[src/rtl/spi_link_host.sv]
// Host-side initiator for the chip serial register link: iclk pointer-reset burst,
// then an address byte and cmd_len full-duplex data bytes, LSB first, on sclk/sdo/sdi.
module spi_link_host #(
   parameter int unsigned CLK_DIV     = 1,
   parameter int unsigned IRST_PULSES = 8
) (
   input  logic       clk,
   input  logic       rst,
   input  logic       cmd_valid,
   output logic       cmd_ready,
   input  logic [7:0] cmd_addr,
   input  logic [7:0] cmd_len,
   input  logic [7:0] tx_data,
   input  logic       tx_valid,
   output logic       tx_ready,
   output logic [7:0] rx_data,
   output logic       rx_valid,
   output logic       busy,
   output logic       done,
   output logic       sclk,
   output logic       iclk,
   output logic       sdo,
   input  logic       sdi
);

   localparam int unsigned DIV_W = (CLK_DIV > 1) ? $clog2(CLK_DIV) : 1;
   localparam int unsigned PLS_W = (IRST_PULSES > 1) ? $clog2(IRST_PULSES) : 1;
   localparam logic [DIV_W-1:0] DIV_LAST = DIV_W'(CLK_DIV - 1);
   localparam logic [PLS_W-1:0] PLS_LAST = PLS_W'(IRST_PULSES - 1);

   typedef enum logic [2:0] {
      IDLE, IRST_HI, IRST_LO, LOAD, BIT_LO, BIT_HI, FIN
   } state_t;

   state_t           state;
   logic [DIV_W-1:0] div_cnt;
   logic [PLS_W-1:0] pulse_cnt;
   logic [2:0]       bit_cnt;
   logic [8:0]       bytes_left;
   logic             first_byte;
   logic [7:0]       addr_q;
   logic [7:0]       shift;
   logic [7:0]       rx_shift;

   // Pin outputs are set on the transition into each state, so their level
   // always matches the state currently being held.
   always_ff @(posedge clk) begin
      if (rst) begin
         state      <= IDLE;
         div_cnt    <= '0;
         pulse_cnt  <= '0;
         bit_cnt    <= '0;
         bytes_left <= '0;
         first_byte <= 1'b0;
         addr_q     <= '0;
         shift      <= '0;
         rx_shift   <= '0;
         cmd_ready  <= 1'b1;
         tx_ready   <= 1'b0;
         rx_data    <= '0;
         rx_valid   <= 1'b0;
         busy       <= 1'b0;
         done       <= 1'b0;
         sclk       <= 1'b0;
         iclk       <= 1'b0;
         sdo        <= 1'b0;
      end else begin
         rx_valid <= 1'b0;
         done     <= 1'b0;
         case (state)
            IDLE: begin
               if (cmd_valid) begin
                  addr_q     <= cmd_addr;
                  bytes_left <= {1'b0, cmd_len} + 9'd1;
                  first_byte <= 1'b1;
                  div_cnt    <= '0;
                  pulse_cnt  <= '0;
                  cmd_ready  <= 1'b0;
                  busy       <= 1'b1;
                  iclk       <= 1'b1;
                  sdo        <= 1'b0;
                  state      <= IRST_HI;
               end
            end
            IRST_HI: begin
               if (div_cnt == DIV_LAST) begin
                  div_cnt <= '0;
                  iclk    <= 1'b0;
                  state   <= IRST_LO;
               end else begin
                  div_cnt <= div_cnt + DIV_W'(1);
               end
            end
            IRST_LO: begin
               if (div_cnt == DIV_LAST) begin
                  div_cnt <= '0;
                  if (pulse_cnt == PLS_LAST) begin
                     state <= LOAD;
                  end else begin
                     pulse_cnt <= pulse_cnt + PLS_W'(1);
                     iclk      <= 1'b1;
                     state     <= IRST_HI;
                  end
               end else begin
                  div_cnt <= div_cnt + DIV_W'(1);
               end
            end
            LOAD: begin
               bit_cnt <= '0;
               div_cnt <= '0;
               if (first_byte) begin
                  shift <= addr_q;
                  sdo   <= addr_q[0];
                  state <= BIT_LO;
               end else if (tx_valid) begin
                  shift    <= tx_data;
                  sdo      <= tx_data[0];
                  tx_ready <= 1'b0;
                  state    <= BIT_LO;
               end
            end
            BIT_LO: begin
               if (div_cnt == DIV_LAST) begin
                  div_cnt <= '0;
                  sclk    <= 1'b1;
                  state   <= BIT_HI;
               end else begin
                  div_cnt <= div_cnt + DIV_W'(1);
               end
            end
            BIT_HI: begin
               if (div_cnt == DIV_LAST) begin
                  div_cnt  <= '0;
                  sclk     <= 1'b0;
                  rx_shift <= {sdi, rx_shift[7:1]};
                  if (bit_cnt == 3'd7) begin
                     first_byte <= 1'b0;
                     bytes_left <= bytes_left - 9'd1;
                     // The address byte's capture is discarded.
                     if (!first_byte) begin
                        rx_valid <= 1'b1;
                        rx_data  <= {sdi, rx_shift[7:1]};
                     end
                     if (bytes_left == 9'd1) begin
                        busy  <= 1'b0;
                        done  <= 1'b1;
                        sdo   <= 1'b0;
                        state <= FIN;
                     end else begin
                        tx_ready <= 1'b1;
                        state    <= LOAD;
                     end
                  end else begin
                     bit_cnt <= bit_cnt + 3'd1;
                     shift   <= {1'b0, shift[7:1]};
                     sdo     <= shift[1];
                     state   <= BIT_LO;
                  end
               end else begin
                  div_cnt <= div_cnt + DIV_W'(1);
               end
            end
            FIN: begin
               cmd_ready <= 1'b1;
               state     <= IDLE;
            end
            default: begin
               cmd_ready <= 1'b1;
               busy      <= 1'b0;
               tx_ready  <= 1'b0;
               sclk      <= 1'b0;
               iclk      <= 1'b0;
               sdo       <= 1'b0;
               state     <= IDLE;
            end
         endcase
      end
   end

endmodule
[config.mk]
export PLATFORM = sky130hd
export DESIGN_NAME = spi_link_host
export DESIGN_NICKNAME = d
export VERILOG_FILES = /design/src/rtl/spi_link_host.sv
export SDC_FILE = /design/constraint.sdc
export NUM_CORES = 1
export LEC_CHECK = 0
export CORE_MARGIN = 3
export CORE_UTILIZATION = 40
export CTS_BUF_LIST = sky130_fd_sc_hd__clkbuf_4
export CTS_CLUSTER_DIAMETER = 80
export DETAILED_ROUTE_END_ITERATION = 6
export GPL_TIMING_DRIVEN = 0
export HOLD_SLACK_MARGIN = 0.12
export SLEW_MARGIN = 40
export SYNTH_ARGS = -nofsm -noshare
export SYNTH_HDL_FRONTEND = slang
export SYNTH_SLANG_ARGS = --single-unit
[constraint.sdc]
create_clock -name clk -period 2.5 [get_ports clk]
set_clock_uncertainty 0.1 [all_clocks]
set_input_delay 0.375 -clock clk [delete_from_list [all_inputs] [get_ports clk]]
set_output_delay 0.375 -clock clk [all_outputs]
set_load 0.03 [all_outputs]
# [Word-level counts from Yosys, hierarchy flattened]
# Cells that the tools add are included.
[totals] out_inout_bits=16 wordCells=142 in_bits=29 reg_bits=60
[op_classes] reduce_logical=28 n_bitwise=10 eq_ne=23 add_sub_neg=5 n_mux=58
[ops] op="2-to-1 mux 3 bit" n=14
[ops] op="2-to-1 mux 8 bit" n=4
[ops] op="2-to-1 mux 9 bit" n=3
[ops] op="!= test 2 bit (second input constant)" n=12
[ops] op="2-to-1 mux 1 bit" n=23
[ops] op="OR reduction 5 bit" n=4
[ops] op="one-hot mux 3 bit (6 select lines)" n=1
[ops] op="one-hot mux 9 bit (2 select lines)" n=1
[ops] op="one-hot mux 8 bit (2 select lines)" n=1
[ops] op="AND reduction 4 bit" n=4
[ops] op="OR reduction 4 bit" n=4
[ops] op="== test 3 bit (second input constant)" n=5
[ops] op="AND reduction 5 bit" n=3
[ops] op="one-hot mux 1 bit (3 select lines)" n=4
[ops] op="one-hot mux 3 bit (2 select lines)" n=2
[ops] op="AND reduction 6 bit" n=2
[ops] op="inverter 1 bit" n=10
[ops] op="adder 8 x 1 -> 9 bit (second input constant)" n=1
[ops] op="== test 9 x 1 -> 1 bit (second input constant)" n=1
[ops] op="subtractor 9 x 1 -> 9 bit (second input constant)" n=1
[ops] op="one-hot mux 1 bit (4 select lines)" n=2
[ops] op="AND reduction 2 bit" n=4
[ops] op="adder 3 x 1 -> 3 bit (second input constant)" n=2
[ops] op="== test 3 x 2 -> 1 bit (second input constant)" n=2
[ops] op="other kinds (9)" n=14

# [Longest topological paths before layout]
[logic_depth] word_depth=5 depth_mapped=8 mapped_depth_nobuf=6

# [Least setup slack after synthesis]
# No wires, ideal clock.
[synth_timing] path_type="register -> register" from="register bit_cnt[0]" to="register bytes_left[7]" period_less_slack_ps=1872 t_arrival_ps=1684 path_stages_with_launch=8 setup_ps=88 slack_ps=628 cell_sequence="dfxtp_1 -> ha_1 -> ha_1 -> clkbuf_1 -> nand3_1 -> a21o_1 -> or3_1 -> o32ai_2"
[synth_via] elab_chain_cells=3
[synth_rtl] item="start: declaration" line_no="38" rtl="logic [2:0] bit_cnt;"
[synth_rtl] item="start signal: assignment" line_no="154" rtl="bit_cnt <= bit_cnt + 3'd1;"
[synth_rtl] item="== test 3 bit" line_no="136" rtl="if (bit_cnt == 3'd7) begin"
[synth_rtl] item="!= test 2 bit (no source line)"
[synth_rtl] item="AND reduction 4 bit (no source line)"
[synth_rtl] item="end signal: assignment" line_no="74" rtl="bytes_left <= {1'b0, cmd_len} + 9'd1;"
[synth_rtl] item="end signal: assignment" line_no="138" rtl="bytes_left <= bytes_left - 9'd1;"
[synth_rtl] item="end: declaration" line_no="39" rtl="logic [8:0] bytes_left;"
# Every way passes these cells.
# A chain may end at the register's enable or synchronous reset.

# [Worst setup path in the final report]
# Same ends and word-level chain as after synthesis.

==> impl.org <==
** Power
- Share of total power in the clock network :: 0.298
- The share of total power dissipated in sequential elements is 0.517.
- Comb power frac :: 0.185
- Switching power :: 582 uW
- Of the total power, the share spent switching nets is 0.310.
- The analysis attributes to cell leakage a power of 1.26 nW.
- Internal power comes to about 1.3 mW.
- Worst vdd rail ir drop :: 304 uV
- Total power divided by cell area :: between 500 and 600 nW/um2

** Clock network
- Post-CTS setup buffers :: 0
- Counting the buffers created by CTS gives 9.
- Clock latency on the worst-skew pair, taken at its later pin, is 0.41 ns.
- Post_cts resized :: 0
- Total number of clock tree sinks :: 57
- The H-tree was split into 3 levels.
- Worst-case clock buffer depth :: 2
- Clock transition time at the flip-flop clock pins of the worst setup and hold paths :: ~0.11 ns
- CTS tree :: done
- For this design, the CTS-stage hold fixing added 0 buffers.
- The root buffer cell chosen for the clock tree is sky130_fd_sc_hd__clkbuf_4.

** Place
- Weighted congestion reported at the end of routability-driven placement :: between 0.8 and 0.9
- The count of buffers added on input and output ports is 43.
- Once detailed placement completed, the half-perimeter wirelength came to 5700 um.
- Before CTS, the worst setup slack after placement is 0.215 ns.

** Cells and area
- Relative to the synthesized area, the layout overhead comes to 22.8%.
- The number of antenna diodes in the final layout is 0.
- The library cells used most frequently in the layout, excluding fill and tap cells, are sky130_fd_sc_hd__nand2_1, sky130_fd_sc_hd__dfxtp_1, sky130_fd_sc_hd__a21oi_1.
- Summing all flip-flop and latch instances after layout gives 1140 um2.
- Leaving out fill and tap cells, the most frequent cell in the layout is sky130_fd_sc_hd__nand2_1.
- In the final design database the tool counted 459 nets.
- Share of layout cells above drive strength 1 :: 0.0632
- Number of inserted filler cells in the final layout :: 727
- Summing all multi-input logic gate instances after layout gives ~1600 um2.

** Logic synthesis
- Synthesis produced a netlist with a net count of 405.
- A synthesized cell averages approximately 7.9 um2.
- Library cell occupying the most area in the post-synthesis netlist :: sky130_fd_sc_hd__dfxtp_1
- Of the post-synthesis cell area, the dominant cell type holds 0.394.
- Yosys reg bits :: 57
- The Yosys step of the flow raised 0 warnings.
- For this run, asynchronously set or reset flops after synthesis account for 0.
- After synthesis, the cell types taking the most area are sky130_fd_sc_hd__dfxtp_1, sky130_fd_sc_hd__a21oi_1, sky130_fd_sc_hd__nand2_1, sky130_fd_sc_hd__o21ai_0, sky130_fd_sc_hd__ha_1.
- For this run, the register share of the synthesized area comes to 0.394.
- Number of flops mapped to enable cells by yosys :: 0
- Primary FF master, synth :: sky130_fd_sc_hd__dfxtp_1
- Distinct cell type count after synthesis :: 54
- Summing every instance area after synthesis gives slightly below 3000 um2.
- Instance count of the mapped netlist :: 368

** GRT
- Via count of the first global-routing pass :: 2578
- Maximum number of pins on one net before global-route repair :: 11
- The first global-routing pass estimated between 10000 and 15000 um of wire.
- Across every metal layer, demand over resource in global routing totals 0.192.
- The initial antenna violation count is 0.
- In the global route stage, met2 resource usage came out at 0.297.
- Sum of overflow across all layers after global routing :: 0
- The global routing stage identified its most utilized layer as met2.
- For this run, global-route usage on met3 was measured as 0.0522.
- GR Util met1 :: 0.260

** Drt
- Residual antenna-violating net count after detailed routing :: 0
- In this run, the number of DRC markers left after iteration 0 of detailed routing was 190.
- Routed length per placed instance :: 14.9 um
- After detailed routing, the number of remaining DRC violations is 0.
- Vias after detailed routing :: 2876
- Routed Wire Length :: 7800 um
- The first detailed-routing pass ran for 4 iterations.
- Per-cell via count in the routed design :: 5.50

** Setup path
- STA classifies the critical path endpoint as a flip-flop.
- Capture point of the worst reg-to-reg path :: bytes_left[7]
- The critical path runs through a total of 8 cells.
- Crit-path leading delay family :: buffers and inverters
- Worst path bufs/invs :: 2
- Required time worst endpoint :: 2.66 ns
- Worst setup path endpoint :: bytes_left[7]
- In this design, the stage delay of the slowest critical-path cell is 0.37 ns.
- The worst register-to-register path begins at bit_cnt[0].
- Slack of the worst reg-to-reg path :: between 0.2 and 0.3 ns
- The critical path starts at bit_cnt[0].
- By startpoint and endpoint, the worst setup path is classified as reg -> reg.
- STA classifies the critical path startpoint as a flip-flop.
- Crit-path max FO :: 10
- Depth of the worst register-to-register path :: 8
- Walking the worst path, the cells encountered are ha_1 -> ha_1 -> clkbuf_1 -> nand3_1 -> a21o_1 -> clkbuf_1 -> o21ai_1 -> o32ai_2.
- Arrival time at the worst endpoint :: 2.39 ns
- Slowest stage cell, crit path :: sky130_fd_sc_hd__dfxtp_1

** Timing
- The smallest clock period supported by the final layout is computed as roughly 2.2 ns.
- In the finished design, the share of the clock period the worst path needs comes to 0.890.
- At the pin with the least slew margin, the transition time is about 0.76 ns.
- Setup slack after layout :: 0.276 ns
- Unrepaired setup endpoints after global routing :: no
- Number of failing setup endpoints in the final timing report :: 0
- The final-report hold violation count came to 0.
- Highest clock rate :: 450 MHz
- The final max-slew violation count is 0.
- Headroom to the max-slew limit :: 0.487
- Adding up every negative setup slack in the final design gives 0 ns.

** Die
- Core Rows :: 30
- Area inside the core boundary :: 6910 um2
- Area of the die :: between 8000 and 9000 um2
- Pin placement for this block handled between 40 and 50 I/O pins.
- The die is ~91 um tall.
- Overall die width :: between 90 and 100 um
- For this configuration, the core starts out at a cell density of 0.419.

** Status
- Run status :: completed

** Worst hold path
- Hold/Removal Path Class :: in -> reg

** Flow run
- Number of violations of the max-capacitance limit :: 0
logic make-up after synthesis:
group | share of synthesized area
simple gates | 0.229
compound gates | 0.245
flops | 0.394
buf+inv | 0.0441
mux | 0.0385
fa+ha+maj | 0.0346
xor+xnor | 0.0151
area by class of cell:
| cell class | instances | area share |
|---|---|---|
| well taps | 96 | 0.0338 |
| inverters | 5 | 0.00528 |
| multi-input cells | 280 | 0.457 |
| repair buffers | 43 | 0.121 |
| clock inverters | 6 | 0.00985 |
| flip-flops and latches | 57 | 0.321 |
| clock buffers | 10 | 0.0211 |
| plain buffers | 26 | 0.0306 |
routing by layer:
layer / wire length, um / vias up
li1: - / 1433
met4: 60 / 0
met2: 3590 / 73
met1: 3730 / 1364
met5: 0 / -
met3: 420 / 6
how the worst min path moves through the flow:
stage | to | startpoint | depth (start not counted) | slack (ns)
global placement | addr_q[7] | addr_q[7] | 2 | 0.34
global route | cmd_ready | cmd_valid | 3 | 0.24
finish | cmd_ready | cmd_valid | 3 | 0.24
CTS | cmd_ready | cmd_valid | 3 | 0.22
detailed placement | addr_q[2] | addr_q[2] | 2 | 0.35
floorplan | rx_data[0] | rx_shift[1] | 2 | 0.33
flip-flops by register name, indices dropped and copies added (netlist names):
name,count
addr_q,8
bit_cnt,3
busy,1
bytes_left,9
cmd_ready,1
done,1
first_byte,1
iclk,1
pulse_cnt,3
rx_data,8
rx_shift,7
rx_valid,1
sclk,1
sdo,1
shift,7
state,3
tx_ready,1
cells in the mapped netlist, types with 4 or more instances:
library cell,number
sky130_fd_sc_hd__ha_1,8
sky130_fd_sc_hd__o21ai_0,24
sky130_fd_sc_hd__a21oi_1,52
sky130_fd_sc_hd__o2111ai_1,6
sky130_fd_sc_hd__mux2i_1,10
sky130_fd_sc_hd__nand2b_1,5
sky130_fd_sc_hd__nand2_1,60
sky130_fd_sc_hd__inv_1,5
sky130_fd_sc_hd__clkbuf_1,17
sky130_fd_sc_hd__nor3_1,9
sky130_fd_sc_hd__nor2b_1,5
sky130_fd_sc_hd__buf_2,6
sky130_fd_sc_hd__nor2_1,23
sky130_fd_sc_hd__dfxtp_1,57
sky130_fd_sc_hd__and3_1,4
sky130_fd_sc_hd__nand3_1,16
worst reg2reg max path, delay by kind of cell, from the launching register on:
family	cells	cell delay, ns
buffers and inverters	2	0.57
DFF	1	0.37
adders and majority gates	2	0.30
and+or+nand+nor	1	0.18
AOI/OAI and AO/OA	3	0.56
power by group through the flow:
stage               clock (mW)  sequential (mW)  combinational (mW)
floorplan                    0            0.996               0.208
global placement             0            0.990               0.343
detailed placement           0            0.991               0.344
CTS                      0.577            0.970               0.346
global route             0.613            0.976               0.381
finish                   0.560            0.970               0.348
through the flow:
stage	area (um2)	hold slack [ns]	cells	power [mW]	util
floorplan	2900	0.332	368	1.20	-
global placement	3450	0.343	507	1.33	0.499
detailed placement	3450	0.348	507	1.34	0.499
CTS	3560	0.219	523	1.89	0.515
global route	3560	0.236	523	1.97	0.515
finish	3560	0.237	523	1.88	0.515
(Power assumes the default switching activity.)
